[src/rtl/wire_gate_pkg.sv]
// rtl/wire_gate_pkg.sv - shared constants, stage-A payload type and LUT evaluation for wire_gate_slot
package wire_gate_pkg;

    localparam int MAX_OPERANDS = 4;
    localparam int STAT_W       = 32;
    localparam int MAX_LUT_W    = 2 ** MAX_OPERANDS;

    // Stage-A control payload, sized for the widest slot; narrower slots
    // zero-extend their LUT and operand bits into it.
    typedef struct packed {
        logic                    dst_en;
        logic [MAX_LUT_W-1:0]    lut;
        logic [MAX_OPERANDS-1:0] ops;
    } stage_a_ctrl_t;

    // Truth-table lookup; operand 0 is the index LSB.
    function automatic logic lut_eval(input logic [MAX_LUT_W-1:0]    lut,
                                      input logic [MAX_OPERANDS-1:0] operand_bits);
        return lut[operand_bits];
    endfunction

endpackage

[src/rtl/wire_operand_mux.sv]
// rtl/wire_operand_mux.sv - combinational operand taps over the wire vector
//
// Ports:
//   wires   in  NUM_WIRES            wire vector
//   op_sel  in  NUM_OPERANDS*SEL_W   packed selects, operand k at [k*SEL_W +: SEL_W]
//   op_bits out NUM_OPERANDS         selected bits; a select >= NUM_WIRES reads 0
module wire_operand_mux #(
    parameter int NUM_WIRES    = 16,
    parameter int NUM_OPERANDS = 3,
    parameter int SEL_W        = $clog2(NUM_WIRES)
) (
    input  logic [NUM_WIRES-1:0]          wires,
    input  logic [NUM_OPERANDS*SEL_W-1:0] op_sel,
    output logic [NUM_OPERANDS-1:0]       op_bits
);

    // Matching against every legal wire index makes out-of-range selects
    // fall through to the zero default without a separate range compare.
    always_comb begin
        op_bits = '0;
        for (int k = 0; k < NUM_OPERANDS; k++) begin
            for (int w = 0; w < NUM_WIRES; w++) begin
                if (op_sel[k*SEL_W +: SEL_W] == SEL_W'(w)) begin
                    op_bits[k] = wires[w];
                end
            end
        end
    end

endmodule

[src/rtl/wire_gate_slot.sv]
// rtl/wire_gate_slot.sv - two-stage handshaked wire select / LUT evaluate / write-back slot
//
// Ports:
//   clk, resetn          clock, synchronous active-low reset
//   in_valid/in_ready    upstream handshake
//   in_wires             wire vector
//   in_op_sel            operand selects, operand k at [k*SEL_W +: SEL_W]
//   in_dst_sel/in_dst_en destination wire and write-back enable
//   in_lut               truth table indexed by {op[N-1], ..., op[0]}
//   out_valid/out_ready  downstream handshake
//   out_wires/out_result updated wire vector and evaluated bit
//   stat_ops/stat_stalls handshake and stall counters (WIRE_GATE_SLOT_STATS_EN only)
module wire_gate_slot
    import wire_gate_pkg::*;
#(
    parameter int NUM_WIRES    = 16,
    parameter int NUM_OPERANDS = 3,
    parameter int SEL_W        = $clog2(NUM_WIRES),
    parameter int LUT_W        = 2 ** NUM_OPERANDS
) (
    input  logic                          clk,
    input  logic                          resetn,
    input  logic                          in_valid,
    output logic                          in_ready,
    input  logic [NUM_WIRES-1:0]          in_wires,
    input  logic [NUM_OPERANDS*SEL_W-1:0] in_op_sel,
    input  logic [SEL_W-1:0]              in_dst_sel,
    input  logic                          in_dst_en,
    input  logic [LUT_W-1:0]              in_lut,
    output logic                          out_valid,
    input  logic                          out_ready,
    output logic [NUM_WIRES-1:0]          out_wires,
    output logic                          out_result
`ifdef WIRE_GATE_SLOT_STATS_EN
    ,
    output logic [STAT_W-1:0]             stat_ops,
    output logic [STAT_W-1:0]             stat_stalls
`endif
);

    logic                    a_valid;
    logic [NUM_WIRES-1:0]    a_wires;
    logic [SEL_W-1:0]        a_dst_sel;
    stage_a_ctrl_t           a_ctrl;

    logic                    b_valid;
    logic [NUM_WIRES-1:0]    b_wires;
    logic                    b_result;

    logic                    a_adv;
    logic                    b_adv;
    logic [NUM_OPERANDS-1:0] op_bits;
    logic                    eval_bit;
    logic [NUM_WIRES-1:0]    wires_upd;

    assign b_adv    = !b_valid || out_ready;
    assign a_adv    = !a_valid || b_adv;
    assign in_ready = resetn && a_adv;

    wire_operand_mux #(
        .NUM_WIRES    (NUM_WIRES),
        .NUM_OPERANDS (NUM_OPERANDS),
        .SEL_W        (SEL_W)
    ) u_operand_mux (
        .wires   (in_wires),
        .op_sel  (in_op_sel),
        .op_bits (op_bits)
    );

    // Operands were sampled from the incoming vector in stage A, so a
    // destination that aliases an operand cannot feed back into the result.
    always_comb begin
        eval_bit  = lut_eval(a_ctrl.lut, a_ctrl.ops);
        wires_upd = a_wires;
        for (int w = 0; w < NUM_WIRES; w++) begin
            if (a_ctrl.dst_en && (a_dst_sel == SEL_W'(w))) begin
                wires_upd[w] = eval_bit;
            end
        end
    end

    always_ff @(posedge clk) begin
        if (!resetn) begin
            a_valid   <= 1'b0;
            a_wires   <= '0;
            a_dst_sel <= '0;
            a_ctrl    <= '0;
            b_valid   <= 1'b0;
            b_wires   <= '0;
            b_result  <= 1'b0;
        end else begin
            if (a_adv) begin
                a_valid <= in_valid;
                if (in_valid) begin
                    a_wires       <= in_wires;
                    a_dst_sel     <= in_dst_sel;
                    a_ctrl.dst_en <= in_dst_en;
                    a_ctrl.lut    <= MAX_LUT_W'(in_lut);
                    a_ctrl.ops    <= MAX_OPERANDS'(op_bits);
                end
            end
            if (b_adv) begin
                b_valid <= a_valid;
                if (a_valid) begin
                    b_wires  <= wires_upd;
                    b_result <= eval_bit;
                end
            end
        end
    end

    assign out_valid  = b_valid;
    assign out_wires  = b_wires;
    assign out_result = b_result;

`ifdef WIRE_GATE_SLOT_STATS_EN
    always_ff @(posedge clk) begin
        if (!resetn) begin
            stat_ops    <= '0;
            stat_stalls <= '0;
        end else begin
            if (b_valid && out_ready) begin
                stat_ops <= stat_ops + STAT_W'(1);
            end
            if (b_valid && !out_ready) begin
                stat_stalls <= stat_stalls + STAT_W'(1);
            end
        end
    end
`endif

endmodule

[config.mk]
export PLATFORM = sky130hd
export DESIGN_NAME = wire_gate_slot
export DESIGN_NICKNAME = d
export VERILOG_FILES = /design/src/rtl/wire_gate_pkg.sv /design/src/rtl/wire_operand_mux.sv /design/src/rtl/wire_gate_slot.sv
export SDC_FILE = /design/constraint.sdc
export NUM_CORES = 1
export LEC_CHECK = 0
export CORE_AREA = 2 2 75 77
export DETAILED_ROUTE_END_ITERATION = 8
export DIE_AREA = 0 0 77 79
export GPL_TIMING_DRIVEN = 0
export MAX_ROUTING_LAYER = met4
export PLACE_DENSITY = 0.87
export SLEW_MARGIN = 0
export SYNTH_ARGS = -nofsm -noshare
export SYNTH_HDL_FRONTEND = slang
export SYNTH_SLANG_ARGS = --single-unit
[constraint.sdc]
create_clock -name clk -period 1.9 [get_ports clk]
set_input_delay 0.38 -clock clk [delete_from_list [all_inputs] [get_ports clk]]
set_output_delay 0.38 -clock clk [all_outputs]
set_load 0.1 [all_outputs]
==> results of run 1 <==
## registers in the layout, indices dropped and copies added, names as in the netlist
name        cells
a_valid         1
out_wires      16
out_valid       1
a_wires        16
a_dst_sel       4
out_result      1
a_ctrl         12
## worst paths after layout
path	startpoint	to
setup / recovery	out_wires[8]	out_wires[8]
hold / removal	a_wires[2]	a_wires[2]
setup reg to reg	a_ctrl[0]	out_wires[15]
hold reg to reg	a_wires[2]	a_wires[2]
## timing repair
action / in CTS / in global routing
buffers inserted: 1 / 0
pin swaps: 0 / 0
resized for setup: 25 / 26
setup endpoints to repair: 20 / 29
hold buffers: 0 / 0
endpoints found under the hold margin: 0 / 0
## logic make-up (layout without fill, tap and decap cells)
| logic type | count (synthesis) | after routing |
|---|---|---|
| DFF | 51 | 51 |
| and+or+nand+nor | 99 | 99 |
| muxes | 13 | 13 |
| AOI/OAI and AO/OA | 106 | 106 |
| buffers and inverters | 33 | 99 |
## synth_stat cells (3+ instances only)
master     n
a21oi_1   44
a221oi_1   4
a22o_1    16
a31oi_1   16
a41oi_1    4
buf_2     11
clkbuf_1  12
dfxtp_1   51
inv_1      6
mux2i_1    3
mux4_2     8
nand2_1   71
nand4_1    3
nor2_1     9
nor2b_1    6
o211ai_1   4
o21ai_0    9
## area by class of cell
type	count	share of cell area, %
Timing Repair Buffer	59	17.5
Buffer	25	3.70
Tap cell	72	2.72
Inverter	7	0.868
Sequential cell	51	30.9
Clock buffer	8	3.02
Multi-Input combinational cell	218	41.3
## power by group through the flow
stage | Sequential [W] | Clock (W) | Combinational (W)
2_1_floorplan | 0.00126 | 0 | 0.000255
3_3_place_gp | 0.00118 | 0 | 0.000508
3_5_place_dp | 0.00119 | 0 | 0.000517
4_1_cts | 0.00116 | 0.000678 | 0.000520
5_1_grt | 0.00117 | 0.000728 | 0.000569
6_report | 0.00116 | 0.000671 | 0.000527
## stage by stage
step | power (W) | setup WS (ns) | instances
floorplan | 0.00151 | 0.211 | 302
global placement | 0.00169 | -1.07 | 432
detailed placement | 0.00170 | -1.07 | 432
CTS | 0.00236 | 0.00645 | 440
global route | 0.00247 | 0.000223 | 440
finish | 0.00236 | 0.0333 | 440
## routing by layer
metal | share of wire (%) | vias up | GRT usage (%)
met5 | 0 | - | -
met4 | 1.8 | 0 | 6.61
met3 | 6.2 | 11 | 3.75
met2 | 48 | 100 | 36.1
met1 | 44 | 1085 | 28.0
li1 | - | 1223 | -
==> out/metrics.yaml, run 1 <==
status: "finished, final reports clean"
synth_top_cell_area_share_pct: 40.4
grt_usage_pct: 21.9
worstMarginPinSlew_ns: 0.953
synth_edf_count: 0
cp.depth: 1
vdd_drop_max_mv: 0.303
ant_nets: 0
diodes: 0
grt_overflow: 0
clk_latency_ns: 0.30
cts-buffers-inserted: 5
clock_path_buffers: 2
synth.distinct_cells: 37
path_max_fanout: 2
p_sw_share_pct: 28.9
arrival_ns: 1.49
fp.dieH_um: 79
wire_per_inst_um: 14.5
htree_levels: 2
min_path_cells: 2
multi_input_area_sq_um: 1370
placementRows: 27
synth_xor_area_share_pct: 0
finalSetupViolCount: 0
relSlewSlack_pct: 36.7
rrSetupSlack_ns: 0.12
synth_compound_area_share_pct: 26.9
fillers: 499
seq_area_frac_synth_pct: 40.4
dp_hpwl_mm: 4.99
drive_above_1_share_pct: 12.2
die-area_sq_um: 6080
avgSynthCellArea_sq_um: 8.37
final_net_count: 412
p_switching_w: 0.000682
core_sq_um: 5340
grt_pass1_wl_mm: 10.5
finalMaxSlewViolations: 0
reg2regPathDepth: 5
fin_area_sq_um: 3310
synth_fa_ha_area_share_pct: 0
cellPowerDensity_nw_per_um2: 712
synth-async-reset-ratio_pct: 0
ios: 64
synth_top_area_cell: "dfxtp_1"
dr.pass1.iters: 4
synthCells: 302
holdCritPathClass: "flop to flop"
maxCapViolCount: 0
cts_tree: "built"
setup_tns_ns: 0
final_common_cell: "nand2_1"
drt_iter0_markers: 88
crit_type: "flop to output pin"
critical-path-max-stage-delay_ns: 0.85
place.gp.congestion: 0.920
syn_nets: 347
first_global_vias: 2169
synth_area_leaders: "dfxtp_1 (40%), nand2_1 (11%), a21oi_1 (8.7%)"
cts.root.buffer_cell: "clkbuf_8"
rsz0062_at_grt: "false"
intPower_w: 0.00168
synth_top_family_by_area: "compound AO/OA/AOI/OAI gates"
max_freq_mhz: 536
clock-sinks: 51
crit_required_ns: 1.52
synthSimpleGateAreaFrac_pct: 17.0
hold-worst-slack_ns: 0.465
ys_ff_latch: 51
synth_ff_type: "dfxtp_1"
dpl_cell_area_sq_um: 3210
vias_per_cell: 5.50
finish.utilization_pct: 62.1
synth_warnings: 0
initial_utilization_pct: 47.4
antenna_found_initial: 0
min_period_ns: 1.87
p_leak_nw: 1.29
finalCritPeriodShare_pct: 98.2
p_seq_share_pct: 49.2
area_delta_synth_final_pct: 31.1
die_w_um: 77
startpoint_type: "flop"
grt_max_degree: 19
vias: 2419
register_area_sq_um: 1020
p_clk_share_pct: 28.5
netlist_area_sq_um: 2530
final_cell_mix: "nand2_1 (71), dfxtp_1 (49), a21oi_1 (43)"
fin_skew_ns: 0.00731
end_kind: "output pin"
cp_cell_sequence: "dlygate4sd2_1"
routed_wl_mm: 6.37
hold_viol: 0
critical-path-top-delay-family: "buffers and inverters"
drc_errors: 0
cp_slowest_cell: "dlygate4sd2_1"
p_comb_share_pct: 22.3
crit_buf_inv: 1
io_buffer_count: 58
muxShareOfSynthArea_pct: 9.65
clk_pin_slew_ns: 0.09
(Power assumes the default switching activity.)
==> inputs of run 2 (changes only) <==
--- a/config.mk
+++ b/config.mk
@@ -5,7 +5,9 @@
 export SDC_FILE = /design/constraint.sdc
 export NUM_CORES = 1
 export LEC_CHECK = 0
+export ABC_CLOCK_PERIOD_IN_PS = 1900
 export CORE_AREA = 2 2 75 77
+export CTS_CLUSTER_SIZE = 25
 export DETAILED_ROUTE_END_ITERATION = 8
 export DIE_AREA = 0 0 77 79
 export GPL_TIMING_DRIVEN = 0
==> results of run 2 <==
Same layout as run 1: the final DEF is identical, and so are final timing and power.
